`src/rtl/nand_logic_unit_pipe_if.sv`:
```
// Handshake bundle for nand_logic_unit_pipe.
// Producer side: in_valid/in_ready with operands A, B, op, in_chain.
// Consumer side: out_valid/out_ready with result Y.
// master = the environment driving operands and taking results; slave = the logic unit.
interface nand_logic_unit_pipe_if #(
    parameter int WIDTH = 4
) ();
    logic             in_valid;
    logic             in_ready;
    logic [WIDTH-1:0] A;
    logic [WIDTH-1:0] B;
    logic [2:0]       op;
    logic             in_chain;
    logic             out_valid;
    logic             out_ready;
    logic [WIDTH-1:0] Y;

    modport master (
        output in_valid, A, B, op, in_chain, out_ready,
        input  in_ready, out_valid, Y
    );

    modport slave (
        input  in_valid, A, B, op, in_chain, out_ready,
        output in_ready, out_valid, Y
    );
endinterface

```
`src/rtl/nand_logic_unit_pipe.sv`:
```
// nand_logic_unit_pipe: registered WIDTH-bit bitwise logic unit (8 ops, NAND at op=000)
// with valid/ready on both sides and a 2-entry result FIFO.
// Optional build macro NAND_LU_CNT_EN adds the 16-bit accepted-operation counter txn_cnt.
// in_ready depends only on the registered fill count, so a full buffer never
// accepts in the same cycle it pops; the slot frees up one cycle later.
module nand_logic_unit_pipe #(
    parameter int WIDTH = 4,
    parameter int DEPTH = 2
) (
    input  logic                  clk,
    input  logic                  rst_n,
    nand_logic_unit_pipe_if.slave bus
`ifdef NAND_LU_CNT_EN
    ,
    output logic [15:0]           txn_cnt
`endif
);

    generate
        if (DEPTH != 2) begin : g_bad_depth
            $error("nand_logic_unit_pipe: DEPTH must be 2");
        end
        if (WIDTH < 1) begin : g_bad_width
            $error("nand_logic_unit_pipe: WIDTH must be >= 1");
        end
    endgenerate

    logic [1:0]       count;
    logic             rd_ptr;
    logic             wr_ptr;
    logic [WIDTH-1:0] mem [0:1];
    logic [WIDTH-1:0] last_res;
    logic [WIDTH-1:0] operand_b;
    logic [WIDTH-1:0] result;
    logic             accept;
    logic             pop;

    assign bus.in_ready  = (count != 2'd2);
    assign bus.out_valid = (count != 2'd0);
    assign bus.Y         = bus.out_valid ? mem[rd_ptr] : '0;

    assign accept = bus.in_valid & bus.in_ready;
    assign pop    = bus.out_valid & bus.out_ready;

    // Operand select and bitwise operation on the incoming operand set
    always_comb begin
        operand_b = bus.in_chain ? last_res : bus.B;
        result    = '0;
        case (bus.op)
            3'b000:  result = ~(bus.A & operand_b);
            3'b001:  result =   bus.A & operand_b;
            3'b010:  result =   bus.A | operand_b;
            3'b011:  result = ~(bus.A | operand_b);
            3'b100:  result =   bus.A ^ operand_b;
            3'b101:  result = ~(bus.A ^ operand_b);
            3'b110:  result = ~bus.A;
            default: result =   bus.A;
        endcase
    end

    // Result FIFO, pointers, fill count and chaining register
    always_ff @(posedge clk or negedge rst_n) begin
        if (!rst_n) begin
            count    <= 2'd0;
            rd_ptr   <= 1'b0;
            wr_ptr   <= 1'b0;
            mem[0]   <= '0;
            mem[1]   <= '0;
            last_res <= '0;
        end else begin
            if (accept) begin
                mem[wr_ptr] <= result;
                wr_ptr      <= ~wr_ptr;
                last_res    <= result;
            end
            if (pop) begin
                rd_ptr <= ~rd_ptr;
            end
            case ({accept, pop})
                2'b10:   count <= count + 2'd1;
                2'b01:   count <= count - 2'd1;
                default: count <= count;
            endcase
        end
    end

`ifdef NAND_LU_CNT_EN
    // Accepted-operation counter, wraps naturally at 16 bits
    always_ff @(posedge clk or negedge rst_n) begin
        if (!rst_n) begin
            txn_cnt <= 16'd0;
        end else if (accept) begin
            txn_cnt <= txn_cnt + 16'd1;
        end
    end
`endif

endmodule

```
`src/flat_wrapper.sv`:
```
// flat-port wrapper written by rule: the top's interface ports become plain ports
module nand_logic_unit_pipe_flat 
#(
    parameter int WIDTH = 4,
    parameter int DEPTH = 2
)
  (clk, rst_n, bus_in_valid, bus_A, bus_B, bus_op, bus_in_chain, bus_out_ready, bus_in_ready, bus_out_valid, bus_Y);
  nand_logic_unit_pipe_if #(.WIDTH(WIDTH)) bus_i ();
  input  logic clk;
  input  logic rst_n;
  input wire logic [$bits(bus_i.in_valid)-1:0] bus_in_valid;
  input wire logic [$bits(bus_i.A)-1:0] bus_A;
  input wire logic [$bits(bus_i.B)-1:0] bus_B;
  input wire logic [$bits(bus_i.op)-1:0] bus_op;
  input wire logic [$bits(bus_i.in_chain)-1:0] bus_in_chain;
  input wire logic [$bits(bus_i.out_ready)-1:0] bus_out_ready;
  output wire logic [$bits(bus_i.in_ready)-1:0] bus_in_ready;
  output wire logic [$bits(bus_i.out_valid)-1:0] bus_out_valid;
  output wire logic [$bits(bus_i.Y)-1:0] bus_Y;
  assign bus_i.in_valid = bus_in_valid;
  assign bus_i.A = bus_A;
  assign bus_i.B = bus_B;
  assign bus_i.op = bus_op;
  assign bus_i.in_chain = bus_in_chain;
  assign bus_i.out_ready = bus_out_ready;
  assign bus_in_ready = bus_i.in_ready;
  assign bus_out_valid = bus_i.out_valid;
  assign bus_Y = bus_i.Y;
  nand_logic_unit_pipe #(.WIDTH(WIDTH), .DEPTH(DEPTH)) u_core (.clk(clk), .rst_n(rst_n), .bus(bus_i));
endmodule
```
`config.mk`:
```
export PLATFORM = sky130hd
export DESIGN_NAME = nand_logic_unit_pipe_flat
export DESIGN_NICKNAME = d
export VERILOG_FILES = /design/src/rtl/nand_logic_unit_pipe_if.sv /design/src/rtl/nand_logic_unit_pipe.sv /design/src/flat_wrapper.sv
export SDC_FILE = /design/constraint.sdc
export NUM_CORES = 1
export LEC_CHECK = 0
export ABC_AREA = 0
export CAP_MARGIN = 20
export CORE_MARGIN = 4
export CORE_UTILIZATION = 51
export CTS_BUF_LIST = sky130_fd_sc_hd__clkbuf_4
export CTS_CLUSTER_DIAMETER = 60
export DETAILED_ROUTE_END_ITERATION = 10
export HOLD_SLACK_MARGIN = 0.03
export PLACE_DENSITY_LB_ADDON = 0.05
export SYNTH_ARGS = -nofsm -noshare
export SYNTH_HDL_FRONTEND = slang
export SYNTH_SLANG_ARGS = --single-unit
export TNS_END_PERCENT = 50
```
`constraint.sdc`:
```
create_clock -name clk -period 2.5 [get_ports clk]
set_clock_uncertainty 0.2 [all_clocks]
set_input_delay 0.5 -clock clk [delete_from_list [all_inputs] [get_ports clk]]
set_output_delay 0.5 -clock clk [all_outputs]
set_load 0.01 [all_outputs]
```
==> summary.md, run 1 <==
| Metric | Value |
|---|---|
| Commonest non-fill, non-tap cell in the layout | `clkdlybuf4s50_1` |
| Final Total Pwr | `1.281 mW` |
| Top layer in use | `met3` |
| Post-Syn Area | `between 900 and 1000 um2` |
| Synth top area share | `40.05%` |
| Via density | `4.957` |
| H-tree depth | `1` |
| Setup violators final | `0` |
| Routability cong. | `0.7176` |
| Worst Setup Start Kind | `flip-flop` |
| Seq pwr share | `38.5%` |
| CTS tree | `done` |
| Chip Width | `52.28 um` |
| Hold WS | `0.2937 ns` |
| Post-CTS repair timing setup buffer count | `0` |
| Most frequent cells in the layout | `clkdlybuf4s50_1 (20), dfrtp_1 (16), inv_1 (13)` |
| First-pass GRT wire length | `3015 um` |
| Clock Latency Late Sink | `around 0.28 ns` |
| Row count | `15` |
| Post-layout minimum cycle time | `2.365 ns` |
| Post-synth cell types | `17` |
| Worst Max-Slew Pin Slew | `0.6837 ns` |
| Core Util, Final | `a little over 70%` |
| Detailed Routing Iterations Pass 1 | `3` |
| Syn_area_per_cell | `11.49 um2` |
| Antenna violations before repair | `0` |
| PortBufs | `21` |
| Syn Nets | `about 110` |
| Final Cycle Share | `94.61%` |
| Slew HR | `54.28%` |
| Root buffer cell | `clkbuf_4` |
| Routed Wire Length | `1783 um` |
| Switching power | `0.4493 mW` |
| Vias in the first global route | `705` |
| Hold buffer count at cts | `0` |
| CORE AREA | `about 1800 um2` |
| Die area | `2733 um2` |
| Fmax | `0.4228 GHz` |
| Synth area leader | `dfrtp_1` |
| Drt drc | `0` |
| Global route overflow | `0` |
| Switch share | `35.07%` |
| Comb pwr share | `51.1%` |
| HPWL after DPL | `1519 um` |
| Post-route ant nets | `0` |
| Die height | `52.28 um` |
| Leak Pwr | `just over 0.6 nW` |
| Power per Cell Area | `991.4 nW/um2` |
| Starting density of the core | `56.07%` |
| Share of layout cells above drive strength 1 | `19.30%` |
| I/O pins | `22` |
| Worst Path Arrival | `1.67 ns` |
| Crit Path Category | `flip-flop to output port` |
| CTS Buffer Depth | `2` |
| Min-delay worst type | `flip-flop to flip-flop` |
| Gr usage total | `14.98%` |
| Synth-to-Final Area Change | `29.29%` |
| Post-synthesis register bit count | `16` |
| Metal2 WL | `890 um` |
| Nets@finish | `~140` |
| Cts bufs inserted | `3` |
| ANT cells | `0` |
| FF-to-FF setup slack | `0.42 ns` |
| Met3 Wirelength | `slightly below 90 um` |
| Peak supply drop | `~0.94 mV` |
| Clk pwr share | `a little over a tenth` |
| Pin count of the biggest net entering global routing | `17` |
| Metal-1 WL | `804 um` |
| Ranking of synthesized cells by area | `dfrtp_1 (40%), ha_1 (11%), mux2_2 (10%)` |
| CP Capture Type | `output port` |
| Maxcap violations | `0` |
| Fin. Hold Viols | `0` |
| Outcome | `finished, final reports clean` |
| DR iter-0 viols | `6` |
| Synth Warn # | `0` |
| Max FO, Critical Path | `6` |
| Internal power | `0.8321 mW` |
| Clk slew on worst S/H paths | `0.09 ns` |
| Avg WL per Cell | `12.83 um` |
| Seq/Total Area, Yosys | `about two fifths` |
| Unrepaired setup endpoints after global routing | `no` |
| Final slew viol count | `0` |
| Req. time, crit path | `1.80 ns` |
| CTS sink count | `16` |
| Post-Synthesis Cells | `87` |
| Routed vias | `slightly below 700` |
## layout make-up
cell class	instances	area [um2]
inverters	13	48.80
well taps	25	31.28
flip-flops and latches	16	400.4
repair buffers	26	246.5
fillers	127	490.5
clock buffers	3	22.52
multi-input cells	56	543.0
## power by group through the flow
| stage | clock, mW | combinational [mW] | sequential [mW] |
|---|---|---|---|
| floorplan | 0 | 0.448 | 0.457 |
| global placement | 0 | 0.642 | 0.492 |
| detailed placement | 0 | 0.663 | 0.501 |
| CTS | 0.133 | 0.667 | 0.495 |
| global route | 0.144 | 0.729 | 0.513 |
| finish | 0.133 | 0.655 | 0.494 |
## worst paths after layout
kind / start / end / depth (start not counted)
min in group asynchronous: rst_n / u_core.last_res[2] / 1
min reg2reg: u_core.count[1] / u_core.count[1] / 1
max in group asynchronous: rst_n / u_core.count[1] / 1
max reg2reg: u_core.last_res[2] / u_core.mem[2] / 6
max: u_core.count[0] / bus_Y[2] / 3
min: u_core.count[1] / u_core.count[1] / 1
## state kept, by name, summed over array words and instances (netlist names)
signal / cells
u_core.wr_ptr: 1
u_core.count: 2
u_core.mem: 8
u_core.rd_ptr: 1
u_core.last_res: 4
## metal layers
metal / vias up / track usage (%)
met2: 13 / 27.62
met4: 0 / 0
li1: 346 / -
met3: 0 / 4.558
met1: 330 / 18.18
met5: - / 0
## critical path: stages, from the launching register on
cell	delay, ns
dfrtp_1	0.43
nor2_1	0.36
nor2_1	0.10
clkdlybuf4s50_1	0.50
## cell families (layout without fill, tap and decap cells)
kind of cell	count (synthesis)	in the layout	synth area share (%)
mux	21	21	27.16
flops	16	16	40.05
buf+inv	15	42	5.633
simple gates	13	13	5.759
fa+ha+maj	9	9	11.26
xor+xnor	9	9	7.885
compound gates	4	4	2.253
## cells in the mapped netlist
master,count
nand3_1,1
mux4_2,4
mux2i_1,8
xnor2_1,6
nand2_2,1
nor2b_1,1
nor2_1,7
nand2b_1,1
ha_1,9
mux2_2,9
dfrtp_1,16
o21ai_0,3
clkbuf_1,2
o31ai_1,1
nand2_1,2
inv_1,13
xor2_1,3
## per-stage QoR
stage                     setup TNS (ns)  cell area (um2)  cells  setup WS, ns
final                                  0             1292    139        0.1348
after global routing                   0             1292    139      0.007162
after CTS                              0             1292    139        0.1170
after detailed placement          -4.381             1271    136       -0.4268
after global placement            -3.583             1271    136       -0.3488
after floorplan                        0            999.7     87        0.1523
## repair_timing
action / 4_1_cts / 5_1_grt
hold endpoints to repair: 0 / 0
endpoints found under the setup margin: 12 / 0
gates resized for setup: 1 / 0
No activity file was read; power rests on OpenSTA's default activity.
==> run 2: changes to the inputs <==
--- a/config.mk
+++ b/config.mk
@@ -6,6 +6,7 @@
 export NUM_CORES = 1
 export LEC_CHECK = 0
 export ABC_AREA = 0
+export ABC_CLOCK_PERIOD_IN_PS = 2500
 export CAP_MARGIN = 20
 export CORE_MARGIN = 4
 export CORE_UTILIZATION = 51
==> results of run 2 <==
Same layout as run 1: the final DEF is identical, and so are final timing and power.
==> run 3: changes to the inputs <==
--- a/config.mk
+++ b/config.mk
@@ -8,7 +8,6 @@
 export ABC_AREA = 0
 export ABC_CLOCK_PERIOD_IN_PS = 2500
 export CAP_MARGIN = 20
-export CORE_MARGIN = 4
 export CORE_UTILIZATION = 51
 export CTS_BUF_LIST = sky130_fd_sc_hd__clkbuf_4
 export CTS_CLUSTER_DIAMETER = 60
==> run 3 against run 2 <==
  * Global-route usage up 5.1 points
  * Fmax up 1.2%
  * Combinational power down 0.6%
  * Wire length down 2.0%
  * Core utilization unchanged
  * Largest cell class unchanged
  * Largest power group unchanged
  * Via count up 1.9%
  * Worst hold slack better by 0.0024 ns
  * Register-to-register slack better by 0.03 ns
  * Sequential share of layout area unchanged
  * Count of clock-buffer cells in the layout unchanged
==> summary.md, run 3 (same netlist as run 1, synthesis figures left out) <==
| Metric | Value |
|---|---|
| Final instance area | `1292 um2` |
| HPWL after DPL | `1479 um` |
| Share of layout cells above drive strength 1 | `19.30%` |
| Maxcap violations | `0` |
| Placed cell area | `1271 um2` |
| H-tree depth | `1` |
| Hold WS | `between 0.2 and 0.3 ns` |
| Max FO, Critical Path | `6` |
| Gr usage total | `20.07%` |
| Final Total Pwr | `1.274 mW` |
| PostCTS Resize Cnt | `1` |
| Regs by FF count | `u_core.mem (8), u_core.last_res (4), u_core.count (2)` |
| Die area | `2141 um2` |
| DR iter-0 viols | `5` |
| Outcome | `finished, final reports clean` |
| Fmax | `between 0.4 and 0.5 GHz` |
| Power per Cell Area | `about 990 nW/um2` |
| Row count | `15` |
| Worst Setup Start Kind | `flip-flop` |
| Slowest-stage cell, CP | `clkdlybuf4s50_1` |
| Setup ws final | `0.1623 ns` |
| Post-CTS repair timing setup buffer count | `0` |
| Area of the multi-input gates | `around 540 um2` |
| Fill cells | `roughly 140` |
| Biggest register | `u_core.mem` |
| CTS Buffer Depth | `2` |
| Starting density of the core | `between 50% and 60%` |
| Nets@finish | `141` |
| Detailed Routing Iterations Pass 1 | `4` |
| Peak supply drop | `0.5837 mV` |
| Buf+Inv Stages, Crit Path | `1` |
| Routed vias | `between 700 and 800` |
| Chip Width | `46.28 um` |
| Most Frequent Cell on Critical Path | `nor2_1` |
| Root buffer cell | `clkbuf_4` |
| Register area | `400.4 um2` |
| Req. time, crit path | `1.80 ns` |
| Kind of cell adding the most delay to the critical path | `buffers and inverters` |
| Post-route ant nets | `0` |
| Final slew viol count | `0` |
| Clock Latency Late Sink | `0.29 ns` |
| Min-delay worst type | `flip-flop to flip-flop` |
| Setup violators final | `0` |
| Clk slew on worst S/H paths | `0.08 ns` |
| Max reg flops | `8` |
| ANT cells | `0` |
| PortBufs | `21` |
| Routability cong. | `around 0.75` |
| First-pass GRT wire length | `2911 um` |
| Routed Wire Length | `between 1500 and 2000 um` |
| Synth-to-Final Area Change | `29.29%` |
| CP Capture Type | `output port` |
| Unrepaired setup endpoints after global routing | `no` |
| Die height | `46.28 um` |
| Cts bufs inserted | `3` |
| CTS tree | `done` |
| CP peak stage delay | `between 0.4 and 0.5 ns` |
| Post-layout minimum cycle time | `around 2.3 ns` |
| Worst Path Arrival | `1.64 ns` |
| Global route overflow | `0` |
| Commonest non-fill, non-tap cell in the layout | `clkdlybuf4s50_1` |
| I/O pins | `22` |
| Crit Path Category | `flip-flop to output port` |
| Hold buffer count at cts | `0` |
| Antenna violations before repair | `0` |
| Avg WL per Cell | `around 13 um` |
| Most frequent cells in the layout | `clkdlybuf4s50_1 (20), dfrtp_1 (16), inv_1 (13)` |
| CTS sink count | `16` |
| Via density | `5.050` |
| Setup tns final | `0 ns` |
| Fin. Hold Viols | `0` |
| Crit-path cells | `nor2_1 > nor2_1 > clkdlybuf4s50_1` |
| Leak Pwr | `just over 0.6 nW` |
| Drt drc | `0` |
| Worst Max-Slew Pin Slew | `approximately 0.70 ns` |
| Final Cycle Share | `93.51%` |
| CORE AREA | `1783 um2` |
| Vias in the first global route | `710` |
| Slew HR | `52.93%` |
| Pin count of the biggest net entering global routing | `17` |
| Pre-CTS setup slack | `-0.3863 ns` |
[run 3: final timing paths]
check / start / to / slack (ns) / cells after the start
max: u_core.count[0] / bus_Y[2] / 0.16 / 3
min: u_core.count[1] / u_core.count[1] / 0.30 / 1
max reg2reg: u_core.last_res[2] / u_core.mem[2] / 0.45 / 6
min reg2reg: u_core.count[1] / u_core.count[1] / 0.30 / 1
max in group asynchronous: rst_n / u_core.mem[5] / 1.23 / 1
min in group asynchronous: rst_n / u_core.mem[3] / 0.43 / 1
[run 3: report_power, final]
group / internal, mW / switching (mW) / leakage (nW)
sequential: 0.394 / 0.0953 / 0.190
clock: 0.0561 / 0.0771 / 0.0138
combinational: 0.383 / 0.268 / 0.415
total: 0.833 / 0.441 / 0.618
[run 3: cell type report]
class,instances,area share (%)
clock buffer,3,1.742
inverter,13,3.775
multi-input combinational,56,42.01
sequential,16,30.98
tap,25,2.420
timing repair buffer,26,19.07
[run 3: stage by stage]
stage                     cells  utilization [%]
final                       139            72.49
after detailed placement    136            71.30
after CTS                   139            72.49
after global routing        139            72.49
after global placement      136            71.30
after floorplan              87                -
[run 3: layer usage]
metal  vias up  GRT usage (%)  share of wire, %
met4         0          5.294               1.3
met3         2          5.882               4.5
met2        13          36.34                52
li1        346              -                 -
met1       341          22.69                42
met5         -              0                 0
